## src/rtl/bk_frame_accumulator.sv

```systemverilog
// Streaming frame accumulator around an external 12-bit Brent-Kung adder:
// sums LEN samples per frame and hands out the total with a sticky carry flag.
module bk_frame_accumulator #(
  parameter int LEN   = 4,
  parameter int CNT_W = 8
) (
  input  logic        clk,
  input  logic        rst,
  input  logic        in_valid,
  output logic        in_ready,
  input  logic [11:0] in_data,
  output logic [23:0] add_inputs,
  input  logic [12:0] add_outs,
  output logic        out_valid,
  input  logic        out_ready,
  output logic [11:0] out_sum,
  output logic        out_ovf
);

  localparam logic [CNT_W-1:0] LAST_CNT = CNT_W'(LEN - 1);
  localparam logic [CNT_W-1:0] CNT_ONE  = CNT_W'(1);

  logic [11:0]      acc_reg;
  logic [CNT_W-1:0] cnt_reg;
  logic             ovf_acc_reg;
  logic             out_valid_reg;
  logic [11:0]      out_sum_reg;
  logic             out_ovf_reg;

  logic        cnt_zero;
  logic        cnt_last;
  logic [11:0] opa;
  logic [11:0] sum;
  logic        cy;
  logic        ovf_next;
  logic        acc_fire;
  logic        frame_end;

  assign cnt_zero = (cnt_reg == '0);
  assign cnt_last = (cnt_reg == LAST_CNT);

  // First sample of a frame adds to zero, so a stale acc never leaks in.
  assign opa = cnt_zero ? 12'd0 : acc_reg;

  genvar gi;
  generate
    for (gi = 0; gi < 12; gi++) begin : g_interleave
      assign add_inputs[2*gi]   = opa[gi];
      assign add_inputs[2*gi+1] = in_data[gi];
    end
  endgenerate

  assign sum      = add_outs[11:0];
  assign cy       = add_outs[12];
  assign ovf_next = (~cnt_zero & ovf_acc_reg) | cy;

  // Only a completing frame needs the output slot, so stall just that case.
  assign in_ready  = ~(cnt_last & out_valid_reg & ~out_ready);
  assign acc_fire  = in_valid & in_ready;
  assign frame_end = acc_fire & cnt_last;

  always_ff @(posedge clk) begin
    if (rst) begin
      acc_reg       <= '0;
      cnt_reg       <= '0;
      ovf_acc_reg   <= 1'b0;
      out_valid_reg <= 1'b0;
      out_sum_reg   <= '0;
      out_ovf_reg   <= 1'b0;
    end else begin
      if (acc_fire) begin
        if (cnt_last) begin
          out_sum_reg <= sum;
          out_ovf_reg <= ovf_next;
          cnt_reg     <= '0;
          acc_reg     <= '0;
          ovf_acc_reg <= 1'b0;
        end else begin
          acc_reg     <= sum;
          ovf_acc_reg <= ovf_next;
          cnt_reg     <= cnt_reg + CNT_ONE;
        end
      end
      // A new frame result takes priority over the consumer draining the old one.
      if (frame_end) begin
        out_valid_reg <= 1'b1;
      end else if (out_valid_reg && out_ready) begin
        out_valid_reg <= 1'b0;
      end
    end
  end

  assign out_valid = out_valid_reg;
  assign out_sum   = out_sum_reg;
  assign out_ovf   = out_ovf_reg;

endmodule

```

## config.mk

```make
export PLATFORM = sky130hd
export DESIGN_NAME = bk_frame_accumulator
export DESIGN_NICKNAME = d
export VERILOG_FILES = /design/src/rtl/bk_frame_accumulator.sv
export SDC_FILE = /design/constraint.sdc
export NUM_CORES = 1
export LEC_CHECK = 0
export CAP_MARGIN = 20
export CORE_AREA = 10 10 72 74
export DETAILED_ROUTE_END_ITERATION = 6
export DIE_AREA = 0 0 82 84
export HOLD_SLACK_MARGIN = 0.1
export MAX_ROUTING_LAYER = met4
export PLACE_DENSITY = 0.77
export SKIP_CTS_REPAIR_TIMING = 1
export SYNTH_ARGS = -nofsm -noshare
export SYNTH_HDL_FRONTEND = slang
export SYNTH_SLANG_ARGS = --single-unit
```

## constraint.sdc

```tcl
create_clock -name clk -period 2.05 [get_ports clk]
set_clock_uncertainty 0.05 [all_clocks]
set_input_delay 0.205 -clock clk [delete_from_list [all_inputs] [get_ports clk]]
set_output_delay 0.205 -clock clk [all_outputs]
set_load 0.01 [all_outputs]
```

### After elaboration in Yosys (flattened, before gate mapping)

Index checks and enable logic that the tools add are counted.

* $add $sub $neg: 1
* equal/unequal tests: 1
* mux-type cells: 6
* bitwise logic cells: 9
* reduce and logical (&&, ||, !) cells: 4

Operators with widths (count)
* $mux 12: 2
* $add 8x1->8 const B: 1
* $eq 8x2->1 const B: 1
* $logic_not 8->1: 1
* $mux 8: 1
* $and 1x1->1: 5
* $mux 1: 3
* $not 1->1: 3
* $reduce_and 2->1: 1
* $reduce_bool 2->1: 1
* $logic_and 1x1->1: 1
* $or 1x1->1: 1

* flip-flop bits (word level): 35
* input bits: 29
* output and inout bits: 39
* word-level logic and storage cells: 27

### Logic depth before layout (Yosys ltp)

* word-level depth: 7
* mapped depth: 7
* depth with buffers taken out: 5

### Least setup slack after synthesis

No wires, ideal clock.

* path kind: flip-flop to flip-flop
* start: register cnt_reg[0]
* end: register out_sum_reg[10], in the netlist out_sum[10]
* library setup time: 0.128 ns
* arrival time: 1.453 ns
* data required time: 1.872 ns
* path slack: 0.419 ns
* cell stages (with the launch flop): 8
* path buffers: 2
* clock period less this slack: 1.631 ns
* cell sequence: dfxtp_1 -> ha_1 -> and2_1 -> clkbuf_1 -> nand4_4 -> buf_4 -> mux2i_1 -> nor2_1

* word-level cells in the longest chain between the ends: 6

Ends and longest elaborated chain
* from (decl): RTL line 24 `logic [CNT_W-1:0] cnt_reg;`
* from (signal assigned): RTL line 81 `cnt_reg <= cnt_reg + CNT_ONE;`
* $eq 8x2->1 *: RTL line 40 `assign cnt_last = (cnt_reg == LAST_CNT);`
* $and 1x1->1 (2 in a row): RTL line 58 `assign in_ready = ~(cnt_last & out_valid_reg & ~out_ready);`
* $not 1->1: RTL line 58
* $and 1x1->1: RTL line 59 `assign acc_fire = in_valid & in_ready;`
* $reduce_and 2->1 (no line) *
* to (signal assigned): RTL line 73 `out_sum_reg <= sum;`
* to (decl): RTL line 27 `logic [11:0] out_sum_reg;`

Every way passes the cells marked *; elsewhere a longest branch is shown, timed or not.
A chain may end at the register's enable or synchronous reset.

### Worst setup path in the final report

* start: register cnt_reg[4]
* end: output port add_inputs[6]

* word-level cells in the longest chain between the ends: 2

Ends and longest elaborated chain
* $logic_not 8->1: RTL line 39 `assign cnt_zero = (cnt_reg == '0);`
* $mux 12: RTL line 43 `assign opa = cnt_zero ? 12'd0 : acc_reg;`
* to (decl): RTL line 12 `output logic [23:0] add_inputs,`

No other way between the ends.

==> impl_metrics.json <==
{
  "synth_cell_type_count": 30,
  "die_y_um": 84,
  "setup_violations": 0,
  "yosys.area.top_type": "dfxtp_1",
  "synth-simple-area-share": 0.190,
  "start_util": 0.389,
  "slew_headroom": 0.688,
  "num_rows": 23,
  "r2r-end": "cnt_reg[0]",
  "grt_pass1_wl_um": 5730,
  "ios": 68,
  "rsz0062_at_grt": "false",
  "synth_edf_count": 0,
  "ys_ff_latch": 35,
  "viasPerCell": 4.79,
  "grt.total_usage": 0.110,
  "worst_pin_slew_ns": 0.468,
  "clock_latency_ns": 0.29,
  "yosys-top-cells-area": "dfxtp_1, mux2i_1, a22o_1",
  "clk_pin_slew_worst_paths_ns": 0.07,
  "drt_iter0_markers": 72,
  "drtPass1Iterations": 4,
  "htreeDepth": 2,
  "clkSinkCount": 35,
  "wirelength_um": 3560,
  "finalHoldViolCount": 0,
  "ys.flop_type": "dfxtp_1",
  "slew_viol_final": 0,
  "antenna_found_initial": 0,
  "syn-num-nets": 179,
  "hold_path.class": "primary input to primary output",
  "r2r_cells": 6,
  "status": "complete, no violations",
  "grt_pass1_vias": 1187,
  "grt_overflow_total": 0,
  "cts_buffers": 5,
  "root_buffer": "clkbuf_8",
  "synth_area_per_cell_sq_um": 10.1,
  "worstSetupEndpointType": "primary output",
  "final_common_cell": "dfxtp_1",
  "worst_ep_required_time_ns": 1.79,
  "crit_start": "cnt_reg[4]",
  "synth_top_area_share": 0.467,
  "core_area_sq_um": 3860,
  "synth_compound_area_frac": 0.107,
  "num_antenna_cells": 0,
  "critPathMaxFanout": 14,
  "dp_slack_ns": 0.185,
  "antenna_left": 0,
  "hold_start": "in_data[5]",
  "crit_end": "add_inputs[6]",
  "io_buffer_count": 43,
  "synthesis.area_sq_um": 1500,
  "cts_buffer_depth": 2,
  "fin_nets": 219,
  "seq_area_frac_synth": 0.467,
  "mostFrequentLayoutCells": "dfxtp_1, clkdlybuf4s50_1, nor2_1",
  "syn_to_final_growth_pct": 40.0,
  "crit_type": "flip-flop to primary output",
  "utilization": 0.545,
  "clock.fmax_mhz": 547,
  "post-route-worst-setup-slack_ns": 0.220,
  "cts_tree": "built",
  "arrival_ns": 1.57,
  "finalCriticalPeriod_ns": 1.83,
  "ys_warn_count": 0,
  "ir_drop_mv": 0.314,
  "dp_hpwl_um": 2700,
  "vias": 1145,
  "synth_cells": 148,
  "r2r_slack_ns": 0.26,
  "powerDensity_nw_per_um2": 717,
  "synth_xor_area_frac": 0.0292,
  "gp_congestion": 0.808,
  "die_x_um": 82,
  "max_cap_violations": 0,
  "drc": 0,
  "synthMuxAreaShare": 0.0942,
  "post_drt_wl_per_cell_um": 14.9,
  "synthAdderAreaFrac": 0.0167,
  "min_period_over_period": 0.893,
  "worst_r2r_startpoint": "cnt_reg[3]",
  "fillCellCount": 359,
  "leakagePower_uw": 0.00112,
  "async_flop_share": 0,
  "grt_max_degree": 15,
  "drive_gt1_frac": 0.127,
  "die_area_sq_um": 6890,
  "startpoint_type": "flip-flop",
  "synth_top_family_by_area": "simple AND/OR/NAND/NOR gates"
}
-- power by group --
group	switching (uW)	leakage [uW]	internal, uW
sequential	13.0	0.000285	703
clock	247	0.0000612	393
combinational	66.7	0.000774	84.5
total	326	0.00112	1180
-- how the worst min path moves through the flow --
| stage | depth (start not counted) | end |
|---|---|---|
| 2_1_floorplan | 1 | out_ovf |
| 5_1_grt | 0 | add_inputs[23] |
| 3_3_place_gp | 0 | add_inputs[13] |
| 6_report | 0 | add_inputs[11] |
| 3_5_place_dp | 0 | add_inputs[13] |
| 4_1_cts | 0 | add_inputs[13] |
-- stage by stage --
step	setup TNS, ns	instance area, sq um	hold slack, ns	power, uW	instances
6_report	0	2100	0.360	1510	239
5_1_grt	0	2100	0.360	1560	239
4_1_cts	-1.57	2060	0.360	1520	238
3_5_place_dp	0	1940	0.360	885	230
3_3_place_gp	0	1940	0.360	882	230
2_1_floorplan	0	1500	0.234	821	148
-- cell type report --
type | instances | area, sq um | area share
Inverter | 4 | 15.0 | 0.00714
Multi-Input combinational cell | 90 | 662 | 0.315
Sequential cell | 35 | 702 | 0.334
Timing Repair Buffer | 52 | 543 | 0.258
Clock inverter | 2 | 35.0 | 0.0167
Clock buffer | 6 | 82.6 | 0.0393
Tap cell | 50 | 62.6 | 0.0298
-- per-layer routing --
| layer | GRT usage | part of all wire |
|---|---|---|
| met2 | 0.165 | 0.47 |
| met4 | 0.0573 | 0.019 |
| met5 | - | 0 |
| met3 | 0.0399 | 0.062 |
| met1 | 0.125 | 0.45 |
-- cell usage after synthesis, types with 2 or more instances --
master / number
dfxtp_1: 35
nor2_1: 18
and2_1: 13
buf_4: 13
mux2i_1: 13
a22o_1: 12
xor2_1: 5
clkbuf_1: 4
nand3_1: 4
and3_1: 3
inv_1: 3
nand2_1: 3
a211oi_1: 2
a21oi_1: 2
ha_1: 2
nor3_1: 2
-- cell families (layout without fill, tap and decap cells) --
logic type | Yosys count | count (layout)
simple gates | 50 | 50
flops | 35 | 35
buf+inv | 23 | 64
compound gates | 19 | 19
mux | 14 | 14
xor+xnor | 5 | 5
fa+ha+maj | 2 | 2
-- worst max-delay path, cell delays in order, from the launching register on --
cell,delay [ns]
dfxtp_1,0.36
nor4_4,0.31
nand3_1,0.10
buf_4,0.18
and2_1,0.17
dlymetal6s2s_1,0.17
Note: power is estimated with default switching activity, not from simulation.
